$ cat config.mk
export PLATFORM = sky130hd
export DESIGN_NAME = ratio_sin_engine
export DESIGN_NICKNAME = d
export VERILOG_FILES = /design/src/rtl/ratio_sin_engine.sv
export SDC_FILE = /design/constraint.sdc
export NUM_CORES = 1
export LEC_CHECK = 0
export CORE_MARGIN = 8
export CORE_UTILIZATION = 30
export CTS_BUF_LIST = sky130_fd_sc_hd__clkbuf_4
export DETAILED_ROUTE_END_ITERATION = 8
export GPL_TIMING_DRIVEN = 0
export PLACE_DENSITY = 0.54
export SLEW_MARGIN = 40
export SYNTH_ARGS = -nofsm -noshare
export SYNTH_HDL_FRONTEND = slang
export SYNTH_SLANG_ARGS = --single-unit
$ cat constraint.sdc
create_clock -name clk -period 9.2 [get_ports clk]
set_input_delay 1.38 -clock clk [delete_from_list [all_inputs] [get_ports clk]]
set_output_delay 1.38 -clock clk [all_outputs]
set_load 0.02 [all_outputs]
$ cat src/rtl/ratio_sin_engine.sv
// ratio_sin_engine: y = floor((a << FRAC) / (a+b+c)) * sin_data using an iterative divider and multiplier
//   clk, rst_n            : clock, asynchronous active-low reset
//   start, a, b, c        : operation request and operands, captured on the accepting edge
//   ser_in, ser_en        : serial angle input (MSB first) and its shift enable
//   sin_addr, sin_data    : angle snapshot to the external sine ROM and its combinational result
//   busy, done, div_zero  : in progress, one-cycle result pulse, zero divisor flag for y
//   y                     : product, held until the next done
module ratio_sin_engine #(
  parameter int W     = 12,
  parameter int FRAC  = 14,
  parameter int SER_W = 10,
  parameter int S_W   = 14
) (
  input  logic                    clk,
  input  logic                    rst_n,
  input  logic                    start,
  input  logic [W-1:0]            a,
  input  logic [W-1:0]            b,
  input  logic [W-1:0]            c,
  input  logic                    ser_in,
  input  logic                    ser_en,
  output logic [SER_W-1:0]        sin_addr,
  input  logic [S_W-1:0]          sin_data,
  output logic                    busy,
  output logic                    done,
  output logic                    div_zero,
  output logic [W+FRAC+S_W-1:0]   y
);
  localparam int Q_W = W + FRAC;
  localparam int D_W = W + 2;
  localparam int P_W = Q_W + S_W;
  localparam int C_W = $clog2(Q_W > S_W ? Q_W : S_W) + 1;
  typedef enum logic [1:0] {IDLE, DIV, MUL, DONE} state_t;
  state_t           state_q, state_d;
  logic [SER_W-1:0] sh_q, addr_q, addr_d;
  logic [Q_W-1:0]   dvd_q, dvd_d, quo_q, quo_d, quo_nx;
  logic [D_W-1:0]   dvs_q, dvs_d, sum;
  logic [D_W:0]     rem_q, rem_d;
  logic [D_W+1:0]   rem_sh;
  logic [C_W-1:0]   cnt_q, cnt_d;
  logic [S_W-1:0]   mul_q, mul_d;
  logic [P_W-1:0]   acc_q, acc_d, acc_nx, y_q, y_d;
  logic             dz_q, dz_d, div_zero_q, div_zero_d, accept, ge;
  always_ff @(posedge clk or negedge rst_n)
    if (!rst_n) sh_q <= '0;
    else if (ser_en) sh_q <= {sh_q[SER_W-2:0], ser_in};
  always_ff @(posedge clk or negedge rst_n)
    if (!rst_n) begin
      state_q    <= IDLE;
      addr_q     <= '0;
      dvd_q      <= '0;
      dvs_q      <= '0;
      rem_q      <= '0;
      quo_q      <= '0;
      cnt_q      <= '0;
      mul_q      <= '0;
      acc_q      <= '0;
      y_q        <= '0;
      dz_q       <= 1'b0;
      div_zero_q <= 1'b0;
    end else begin
      state_q    <= state_d;
      addr_q     <= addr_d;
      dvd_q      <= dvd_d;
      dvs_q      <= dvs_d;
      rem_q      <= rem_d;
      quo_q      <= quo_d;
      cnt_q      <= cnt_d;
      mul_q      <= mul_d;
      acc_q      <= acc_d;
      y_q        <= y_d;
      dz_q       <= dz_d;
      div_zero_q <= div_zero_d;
    end
  always_comb begin
    state_d    = state_q;
    addr_d     = addr_q;
    dvd_d      = dvd_q;
    dvs_d      = dvs_q;
    rem_d      = rem_q;
    quo_d      = quo_q;
    cnt_d      = cnt_q;
    mul_d      = mul_q;
    acc_d      = acc_q;
    y_d        = y_q;
    dz_d       = dz_q;
    div_zero_d = div_zero_q;
    accept     = start && (state_q == IDLE || state_q == DONE);
    sum        = D_W'(a) + D_W'(b) + D_W'(c);
    rem_sh     = {rem_q, dvd_q[Q_W-1]};
    ge         = rem_sh >= (D_W+2)'(dvs_q);
    quo_nx     = {quo_q[Q_W-2:0], ge};
    acc_nx     = acc_q + (mul_q[0] ? (P_W'(quo_q) << cnt_q) : '0);
    case (state_q)
      DIV: begin
        rem_d = (D_W+1)'(ge ? rem_sh - (D_W+2)'(dvs_q) : rem_sh);
        dvd_d = dvd_q << 1;
        quo_d = quo_nx;
        cnt_d = cnt_q + 1'b1;
        if (cnt_q == C_W'(Q_W-1)) begin
          // a zero divisor saturates the quotient regardless of the iteration result
          quo_d   = dz_q ? '1 : quo_nx;
          mul_d   = sin_data;
          acc_d   = '0;
          cnt_d   = '0;
          state_d = MUL;
        end
      end
      MUL: begin
        acc_d = acc_nx;
        mul_d = mul_q >> 1;
        cnt_d = cnt_q + 1'b1;
        if (cnt_q == C_W'(S_W-1)) begin
          y_d        = acc_nx;
          div_zero_d = dz_q;
          state_d    = DONE;
        end
      end
      default: begin
        state_d = accept ? DIV : IDLE;
        if (accept) begin
          dvd_d  = Q_W'(a) << FRAC;
          dvs_d  = sum;
          dz_d   = sum == '0;
          addr_d = sh_q;
          rem_d  = '0;
          quo_d  = '0;
          cnt_d  = '0;
        end
      end
    endcase
  end
  assign sin_addr = addr_q;
  assign busy     = state_q == DIV || state_q == MUL;
  assign done     = state_q == DONE;
  assign div_zero = div_zero_q;
  assign y        = y_q;
endmodule
==> results of run 1 <==
[cell usage after synthesis (all sizes together) (15+ instances only)]
library cell  instances  area [um2]
a211oi               15         130
a21o                 24         180
a21oi                82         414
a22o                 37         324
buf                  19        80.1
clkbuf               62         233
dfrtp               191        4780
fa                   15         300
ha                   69         863
inv                  40         150
mux2                 75         845
mux2i                61         611
nand2               186         698
nand3                23         115
nor2                 90         338
nor2b                15        93.8
nor3                 21         105
o21ai               137         686
xnor2                32         280
xor2                 24         210
[cells by family after synthesis]
| family | share of synthesized area (%) |
|---|---|
| simple gates | 13.7 |
| compound gates | 20.3 |
| flops | 37.5 |
| mux | 11.9 |
| buf+inv | 3.63 |
| fa+ha+maj | 9.12 |
| xor+xnor | 3.84 |
[path summary, 6_finish.rpt]
| kind | end | slack, ps | cells after the start |
|---|---|---|---|
| max in group asynchronous | sin_addr[3]$_DFFE_PN0P_ | 7440 | 4 |
| max reg2reg | y[35]$_DFFE_PN0P_ | 3730 | 20 |
| max | y[35]$_DFFE_PN0P_ | 3730 | 20 |
| min | mul_q[5]$_DFFE_PN0P_ | 500 | 2 |
| min reg2reg | mul_q[5]$_DFFE_PN0P_ | 500 | 2 |
| min in group asynchronous | acc_q[21]$_DFFE_PN0P_ | 540 | 1 |
[sequential cells by signal, indices dropped and copies added (netlist names), 6 cells and up]
register,count
dvs_q,14
dvd_q,12
sin_addr,10
quo_q,26
sh_q,10
acc_q,40
rem_q,15
y,40
cnt_q,6
mul_q,14
[metrics by stage]
step / hold slack (ps) / cells
3_5_place_dp: 470 / 2028
6_report: 498 / 2062
4_1_cts: 484 / 2060
2_1_floorplan: 450 / 1380
5_1_grt: 494 / 2062
3_3_place_gp: 461 / 2025
[critical path, cell delays in order, from the launching register on]
cell and delay [ps]:
sky130_fd_sc_hd__dfrtp_1 400, sky130_fd_sc_hd__buf_2 200, sky130_fd_sc_hd__buf_2 290, sky130_fd_sc_hd__buf_2 340, sky130_fd_sc_hd__mux2_2 370, sky130_fd_sc_hd__o21ai_0 340, sky130_fd_sc_hd__o21ai_0 180, sky130_fd_sc_hd__o21ai_0 440
sky130_fd_sc_hd__nor2_1 70, sky130_fd_sc_hd__a21oi_1 130, sky130_fd_sc_hd__nor2_1 100, sky130_fd_sc_hd__ha_1 310, sky130_fd_sc_hd__clkbuf_1 280, sky130_fd_sc_hd__nand4_1 200, sky130_fd_sc_hd__nor3_1 230, sky130_fd_sc_hd__nand2_1 80
sky130_fd_sc_hd__o211ai_1 440, sky130_fd_sc_hd__a211oi_1 240, sky130_fd_sc_hd__o21ai_0 300, sky130_fd_sc_hd__xnor2_1 130, sky130_fd_sc_hd__mux2_2 260
[layout make-up]
| class | count | area, um2 |
|---|---|---|
| clock buffers | 19 | 143 |
| well taps | 539 | 674 |
| flip-flops and latches | 191 | 4780 |
| diodes | 2 | 5.00 |
| multi-input cells | 1068 | 7520 |
| fillers | 4351 | 27100 |
| plain buffers | 81 | 313 |
| clock inverters | 13 | 139 |
| inverters | 40 | 150 |
| repair buffers | 109 | 1150 |
[layer usage]
layer	wire length [um]	share of wire (%)	global-route usage [%]	vias to the layer above
li1	-	-	-	5217
met1	18400	49	21.0	5153
met2	16600	44	23.6	235
met3	1850	4.9	3.52	34
met4	536	1.4	3.98	0
met5	0	0	0	-
[layout by cell type, fill, tap and decap left out, drive strengths merged, types with 21 or more instances in the layout]
| cell type | n |
|---|---|
| mux2i | 61 |
| inv | 42 |
| dfrtp | 191 |
| nand3 | 23 |
| a22o | 37 |
| clkbuf | 81 |
| nand2 | 186 |
| nor2 | 90 |
| buf | 23 |
| xnor2 | 32 |
| o21ai | 137 |
| ha | 69 |
| clkdlybuf4s50 | 105 |
| nor3 | 21 |
| a21o | 24 |
| mux2 | 75 |
| xor2 | 24 |
| a21oi | 82 |
[where the power goes]
group          switching, W  internal, W
logic               0.00168      0.00114
registers          0.000226      0.00118
clock network      0.000315     0.000168
==> report_table.html, run 1 <==
<table>
<tr><th>Metric</th><th>Value</th></tr>
<tr><th colspan="2">Yosys</th></tr>
<tr><td>Primary FF master, synth</td><td>sky130_fd_sc_hd__dfrtp_1</td></tr>
<tr><td>Post-Syn Area per Cell</td><td>9.25 um2</td></tr>
<tr><td>Count of distinct cell types in the synthesized netlist</td><td>approximately 70</td></tr>
<tr><td>Register area share after synthesis</td><td>a little under two fifths</td></tr>
<tr><td>Share of flip-flops with an asynchronous set or reset</td><td>100%</td></tr>
<tr><td>Net Count, Synth</td><td>approximately 1500</td></tr>
<tr><td>Post-synthesis instance area</td><td>12800 um2</td></tr>
<tr><td>Number of enable flip-flop cells after synthesis</td><td>0</td></tr>
<tr><td>YS warnings</td><td>0</td></tr>
<tr><td>Register bit total from synthesis</td><td>191</td></tr>
<tr><td>Synth Instances</td><td>1380</td></tr>
<tr><th colspan="2">Critical path</th></tr>
<tr><td>Launch instance of the worst register-to-register path</td><td>cnt_q[0]$_DFFE_PN0P_</td></tr>
<tr><td>Required time of the worst setup path</td><td>between 9000 and 10000 ps</td></tr>
<tr><td>Worst Setup End Kind</td><td>flip-flop</td></tr>
<tr><td>Critical Path Start Type</td><td>flip-flop</td></tr>
<tr><td>Worst Path Arrival</td><td>6020 ps</td></tr>
<tr><td>Largest fanout on the critical path</td><td>10</td></tr>
<tr><td>Crit path from</td><td>cnt_q[0]$_DFFE_PN0P_</td></tr>
<tr><td>Critical path class</td><td>reg2reg</td></tr>
<tr><th colspan="2">Timing</th></tr>
<tr><td>Worst Tran Pin Value</td><td>730 ps</td></tr>
<tr><td>Skew final</td><td>28.3 ps</td></tr>
<tr><td>Unrepaired setup endpoints after global routing</td><td>false</td></tr>
<tr><td>Endpoints failing setup</td><td>0</td></tr>
<tr><td>Crit path time final</td><td>approximately 5500 ps</td></tr>
<tr><td>Post-route clock period utilization</td><td>59.4%</td></tr>
<tr><td>Final total negative setup slack</td><td>0 ps</td></tr>
<tr><td>Post-route worst setup slack</td><td>about 3700 ps</td></tr>
<tr><td>Total count of max-transition violations in the final report</td><td>0</td></tr>
<tr><td>Worst rel slew slack</td><td>between 50 and 60%</td></tr>
<tr><td>Final hold violation count</td><td>0</td></tr>
<tr><td>Highest clock rate</td><td>183 MHz</td></tr>
<tr><th colspan="2">Clock tree</th></tr>
<tr><td>Resized cells post-CTS</td><td>0</td></tr>
<tr><td>Post-CTS setup buffers</td><td>0</td></tr>
<tr><td>Clock insertion delay at the later pin of the skew report</td><td>670 ps</td></tr>
<tr><td>Clock buffer count from CTS</td><td>17</td></tr>
<tr><td>Max Buffers Root-to-Sink</td><td>2</td></tr>
<tr><td>Count of clock tree sinks</td><td>191</td></tr>
<tr><td>Clock transition at the registers of the reported paths</td><td>160 ps</td></tr>
<tr><td>TritonCTS clock tree</td><td>yes</td></tr>
<tr><td>Count of H-tree levels built during CTS</td><td>4</td></tr>
<tr><td>Clock Tree Root</td><td>sky130_fd_sc_hd__clkbuf_4</td></tr>
<tr><td>Cts-stage hold buffer count</td><td>0</td></tr>
<tr><th colspan="2">Final layout</th></tr>
<tr><td>Layout area overhead</td><td>16.6%</td></tr>
<tr><td># nets final</td><td>1647</td></tr>
<tr><td>Fraction of layout cells with a size suffix above 1</td><td>8.81%</td></tr>
<tr><td>Final Instance Area</td><td>between 10000 and 15000 um2</td></tr>
<tr><td>Final Core Density</td><td>35.5%</td></tr>
<tr><th colspan="2">GRT</th></tr>
<tr><td>Wire length of the first global-routing pass</td><td>60.6 mm</td></tr>
<tr><td>Maximum number of pins on one net before global-route repair</td><td>70</td></tr>
<tr><td>Number of antenna violations at the first check in global routing</td><td>2</td></tr>
<tr><td>Number of global-route vias before repair</td><td>10800</td></tr>
<tr><td>Global router's overall resource usage</td><td>roughly 15%</td></tr>
<tr><td>Total overflow reported by the global router</td><td>0</td></tr>
<tr><th colspan="2">Power and ir drop</th></tr>
<tr><td>Maximum vdd drop</td><td>0.146 mV</td></tr>
<tr><td>Leakage power figure</td><td>6.51 nW</td></tr>
<tr><td>Power, Total</td><td>0.00472 W</td></tr>
<tr><td>Power per cell area</td><td>317 nW/um2</td></tr>
<tr><th colspan="2">Floorplan</th></tr>
<tr><td>Starting Density</td><td>a little under a third</td></tr>
<tr><td>Core outline area</td><td>41900 um2</td></tr>
<tr><td>Floorplan die width</td><td>222 um</td></tr>
<tr><td>Cell row count</td><td>75</td></tr>
<tr><td>Area of the die</td><td>49400 um2</td></tr>
<tr><td>Die height</td><td>222 um</td></tr>
<tr><td>Number of top-level pins</td><td>108</td></tr>
<tr><th colspan="2">Hold path</th></tr>
<tr><td>Worst min path class</td><td>reg2reg</td></tr>
<tr><td>Hold_sp</td><td>mul_q[5]$_DFFE_PN0P_</td></tr>
<tr><th colspan="2">Placed design</th></tr>
<tr><td>Buffers on Ports</td><td>106</td></tr>
<tr><td>Dpl ws</td><td>3840 ps</td></tr>
<tr><td>Dpl hpwl</td><td>29.1 mm</td></tr>
<tr><td>Placed cell area</td><td>around 15000 um2</td></tr>
<tr><td>Weighted congestion at the end of routability-driven global placement</td><td>0.911</td></tr>
<tr><th colspan="2">Detailed routing</th></tr>
<tr><td>Number of remaining DRC errors</td><td>0</td></tr>
<tr><td>Total number of vias</td><td>roughly 11000</td></tr>
<tr><td>Final ANT Viol Nets</td><td>0</td></tr>
<tr><td>Drt wl/cell</td><td>around 18 um</td></tr>
<tr><td>Drt first pass iters</td><td>5</td></tr>
<tr><td>Number of design-rule violations left by the first detailed-router iteration</td><td>around 590</td></tr>
<tr><td>Routed WL</td><td>37.4 mm</td></tr>
<tr><td>Post-DR vias/cell</td><td>5.16</td></tr>
<tr><th colspan="2">Run</th></tr>
<tr><td>Maxcap violations</td><td>0</td></tr>
<tr><th colspan="2">Run status</th></tr>
<tr><td>Result of the run</td><td>complete, no violations</td></tr>
</table>
Note: power is estimated with default switching activity, not from simulation.
==> run 2, diff against run 1 <==
==> constraint.sdc (replaced) <==
create_clock -name clk -period 5.5 [get_ports clk]
set_input_delay 0.825 -clock clk [delete_from_list [all_inputs] [get_ports clk]]
set_output_delay 0.825 -clock clk [all_outputs]
set_load 0.02 [all_outputs]
==> report_table.html, run 2 (synthesis gave the netlist of run 1 again) <==
<table>
<tr><th>Metric</th><th>Value</th></tr>
<tr><th colspan="2">Timing</th></tr>
<tr><td>Crit path time final</td><td>5140 ps (-323 ps)</td></tr>
<tr><td>Worst rel slew slack</td><td>50.0% (-0.92 points)</td></tr>
<tr><td>Endpoints failing setup</td><td>0 (unchanged)</td></tr>
<tr><td>Worst Tran Pin Value</td><td>750 ps (+20.5 ps)</td></tr>
<tr><td>Skew final</td><td>30.1 ps (+1.82 ps)</td></tr>
<tr><td>Post-route worst setup slack</td><td>357 ps (-3380 ps)</td></tr>
<tr><td>Post-route clock period utilization</td><td>93.5% (+34 points)</td></tr>
<tr><td>Final hold violation count</td><td>0 (unchanged)</td></tr>
<tr><td>Post-Route Hold Slack</td><td>498 ps (-0.0110 ps)</td></tr>
<tr><td>Unrepaired setup endpoints after global routing</td><td>false</td></tr>
<tr><td>Highest clock rate</td><td>194 MHz (+6.3%)</td></tr>
<tr><td>Total count of max-transition violations in the final report</td><td>0 (unchanged)</td></tr>
<tr><th colspan="2">Critical path</th></tr>
<tr><td>Largest fanout on the critical path</td><td>15 (+5)</td></tr>
<tr><td>Required time of the worst setup path</td><td>6070 ps (-3680 ps)</td></tr>
<tr><td>Crit path from</td><td>cnt_q[0]$_DFFE_PN0P_</td></tr>
<tr><td>Critical path class</td><td>reg2reg</td></tr>
<tr><td>Launch instance of the worst register-to-register path</td><td>cnt_q[0]$_DFFE_PN0P_</td></tr>
<tr><td>Critical Path Start Type</td><td>flip-flop</td></tr>
<tr><td>Worst Path Arrival</td><td>5710 ps (-310 ps)</td></tr>
<tr><td>Depth of the worst register-to-register path</td><td>18 (-10%)</td></tr>
<tr><td>Worst Setup End Kind</td><td>flip-flop</td></tr>
<tr><td>Slack of the worst reg-to-reg path</td><td>360 ps (-3380 ps)</td></tr>
<tr><td>Crit path to</td><td>y[36]$_DFFE_PN0P_</td></tr>
<tr><td>Worst R2R End</td><td>y[36]$_DFFE_PN0P_</td></tr>
<tr><th colspan="2">Placed design</th></tr>
<tr><td>Buffers on Ports</td><td>106 (unchanged)</td></tr>
<tr><td>Weighted congestion at the end of routability-driven global placement</td><td>0.911 (unchanged)</td></tr>
<tr><td>Dpl cells</td><td>2028 (unchanged)</td></tr>
<tr><td>Dpl ws</td><td>135 ps (-3700 ps)</td></tr>
<tr><td>Dpl hpwl</td><td>29.1 mm (unchanged)</td></tr>
<tr><th colspan="2">Floorplan</th></tr>
<tr><td>Core outline area</td><td>41900 um2 (unchanged)</td></tr>
<tr><td>Starting Density</td><td>30.4% (unchanged)</td></tr>
<tr><td>Floorplan die width</td><td>222 um (unchanged)</td></tr>
<tr><td>Number of top-level pins</td><td>108 (unchanged)</td></tr>
<tr><td>Area of the die</td><td>49400 um2 (unchanged)</td></tr>
<tr><td>Die height</td><td>222 um (unchanged)</td></tr>
<tr><td>Cell row count</td><td>75 (unchanged)</td></tr>
<tr><th colspan="2">Detailed routing</th></tr>
<tr><td>Total number of vias</td><td>10600 (+0.066%)</td></tr>
<tr><td>Number of design-rule violations left by the first detailed-router iteration</td><td>552 (-6.9%)</td></tr>
<tr><td>Drt wl/cell</td><td>18.1 um (-0.14%)</td></tr>
<tr><td>Number of remaining DRC errors</td><td>0 (unchanged)</td></tr>
<tr><td>Post-DR vias/cell</td><td>5.16 (about the same)</td></tr>
<tr><td>Final ANT Viol Nets</td><td>0 (unchanged)</td></tr>
<tr><td>Drt first pass iters</td><td>5 (unchanged)</td></tr>
<tr><td>Routed WL</td><td>37.3 mm (about the same)</td></tr>
<tr><th colspan="2">Power and ir drop</th></tr>
<tr><td>Combinational share of power</td><td>59.9% (about the same)</td></tr>
<tr><td>Leakage power figure</td><td>6.52 nW (+0.18%)</td></tr>
<tr><td>Power, Total</td><td>0.00790 W (+68%)</td></tr>
<tr><td>Power per cell area</td><td>530 nW/um2 (+67%)</td></tr>
<tr><td>Net switching power</td><td>0.00372 W (+68%)</td></tr>
<tr><td>Internal power</td><td>0.00418 W (+68%)</td></tr>
<tr><td>Clock network fraction of design power</td><td>10.2% (about the same)</td></tr>
<tr><td>Sequential fraction of design power</td><td>29.9% (about the same)</td></tr>
<tr><td>Net Sw Frac</td><td>47.1% (about the same)</td></tr>
<tr><td>Maximum vdd drop</td><td>0.244 mV (+67%)</td></tr>
<tr><th colspan="2">Final layout</th></tr>
<tr><td>Most frequent standard cell in the layout excluding fill and tap cells</td><td>sky130_fd_sc_hd__dfrtp_1</td></tr>
<tr><td>Post-Layout Cell Count</td><td>2063 (+0.048%)</td></tr>
<tr><td># nets final</td><td>1648 (+0.061%)</td></tr>
<tr><td>Fraction of layout cells with a size suffix above 1</td><td>9.07% (+0.26 points)</td></tr>
<tr><td>Layout area overhead</td><td>16.9%</td></tr>
<tr><td>Final Core Density</td><td>35.6% (+0.087 points)</td></tr>
<tr><td>Most used cells in the layout excluding fill and tap cells</td><td>sky130_fd_sc_hd__dfrtp_1, sky130_fd_sc_hd__nand2_1, sky130_fd_sc_hd__o21ai_0</td></tr>
<tr><th colspan="2">Clock tree</th></tr>
<tr><td>Clock insertion delay at the later pin of the skew report</td><td>680 ps (about the same)</td></tr>
<tr><td>Clock Tree Root</td><td>sky130_fd_sc_hd__clkbuf_4</td></tr>
<tr><td>Count of clock tree sinks</td><td>191 (unchanged)</td></tr>
<tr><td>Clock buffer count from CTS</td><td>17 (unchanged)</td></tr>
<tr><td>Max Buffers Root-to-Sink</td><td>2 (unchanged)</td></tr>
<tr><td>Count of H-tree levels built during CTS</td><td>4 (unchanged)</td></tr>
<tr><td>Clock transition at the registers of the reported paths</td><td>160 ps (about the same)</td></tr>
<tr><td>TritonCTS clock tree</td><td>yes</td></tr>
<tr><th colspan="2">Run</th></tr>
<tr><td>Maxcap violations</td><td>0 (unchanged)</td></tr>
<tr><th colspan="2">GRT</th></tr>
<tr><td>Number of antenna violations at the first check in global routing</td><td>2 (unchanged)</td></tr>
<tr><td>Wire length of the first global-routing pass</td><td>60.6 mm (about the same)</td></tr>
<tr><td>Maximum number of pins on one net before global-route repair</td><td>70 (unchanged)</td></tr>
<tr><td>Number of global-route vias before repair</td><td>10800 (+0.028%)</td></tr>
<tr><td>Total overflow reported by the global router</td><td>0 (unchanged)</td></tr>
<tr><td>Global router's overall resource usage</td><td>15.2% (unchanged)</td></tr>
<tr><th colspan="2">Run status</th></tr>
<tr><td>Result of the run</td><td>complete, no violations</td></tr>
<tr><th colspan="2">Hold path</th></tr>
<tr><td>Worst min path class</td><td>reg2reg</td></tr>
</table>
==> run 2: cell types whose count changed in the layout (fill, tap and decap cells not counted), sizes merged <==
| cell | previous run | this run |
|---|---|---|
| buf | 23 | 21 |
| dlygate4sd3 | 0 | 1 |
| clkbuf | 81 | 83 |
==> run 2: final cells by class <==
type	instances	area [um2]
Timing Repair Buffer	111	1170
Buffer	80	312
Tap cell	539	674
Fill cell	4352	27000
Clock buffer	19	143
Inverter	40	150
Clock inverter	13	139
Sequential cell	191	4780
Multi-Input combinational cell	1068	7540
Antenna cell	2	5.00
==> run 2: worst min path at each step <==
stage / start / endpoint / depth (start not counted)
finish: mul_q[5]$_DFFE_PN0P_ / mul_q[5]$_DFFE_PN0P_ / 2
global route: dvd_q[20]$_DFFE_PN0P_ / dvd_q[20]$_DFFE_PN0P_ / 2
CTS: mul_q[5]$_DFFE_PN0P_ / mul_q[5]$_DFFE_PN0P_ / 2
detailed placement: mul_q[5]$_DFFE_PN0P_ / mul_q[5]$_DFFE_PN0P_ / 2
global placement: mul_q[1]$_DFFE_PN0P_ / mul_q[1]$_DFFE_PN0P_ / 2
floorplan: dvd_q[15]$_DFFE_PN0P_ / dvd_q[15]$_DFFE_PN0P_ / 2
==> run 2: metrics by stage <==
| step | instance area, um2 | setup TNS (ps) |
|---|---|---|
| floorplan | 12800 | 0 |
| global placement | 14500 | -937030 |
| detailed placement | 14600 | 0 |
| CTS | 14900 | 0 |
| global route | 14900 | 0 |
| finish | 14900 | 0 |
==> run 2: power groups by stage <==
stage	registers (W)	clock network, W	logic [W]
after floorplan	0.00250	0	0.00304
after global routing	0.00244	0.000893	0.00524
after global placement	0.00238	0	0.00466
after detailed placement	0.00238	0	0.00472
after CTS	0.00236	0.000849	0.00475
final	0.00236	0.000806	0.00473
==> run 2: what timing repair did <==
item | CTS | global route
endpoints found under the setup margin | 0 | 18
endpoints found under the hold margin | 31 | 0
buffers inserted | 0 | 1
hold buffers | 1 | 0
resized for setup | 0 | 8
==> run 2: metal layers <==
metal  up-vias  share of wire, %  GRT usage [%]
li1       5225                 -              -
met4         0               1.4           3.98
met3        34               4.9           3.52
met2       234                45           23.6
met5         -                 0              0
met1      5153                49           21.0
==> run 2: critical path, stage by stage (launching register included) <==
cell,delay (ps)
sky130_fd_sc_hd__dfrtp_1,430
sky130_fd_sc_hd__buf_2,260
sky130_fd_sc_hd__clkbuf_4,270
sky130_fd_sc_hd__buf_2,240
sky130_fd_sc_hd__nor3b_4,400
sky130_fd_sc_hd__nand2_1,130
sky130_fd_sc_hd__nor2_1,120
sky130_fd_sc_hd__ha_1,200
sky130_fd_sc_hd__inv_1,60
sky130_fd_sc_hd__fa_1,400
sky130_fd_sc_hd__and2b_1,320
sky130_fd_sc_hd__o211ai_2,170
sky130_fd_sc_hd__a2111oi_4,390
sky130_fd_sc_hd__o211ai_2,210
sky130_fd_sc_hd__a211oi_4,380
sky130_fd_sc_hd__a21oi_2,150
sky130_fd_sc_hd__or3_1,450
sky130_fd_sc_hd__o21a_1,210
sky130_fd_sc_hd__o31ai_2,210
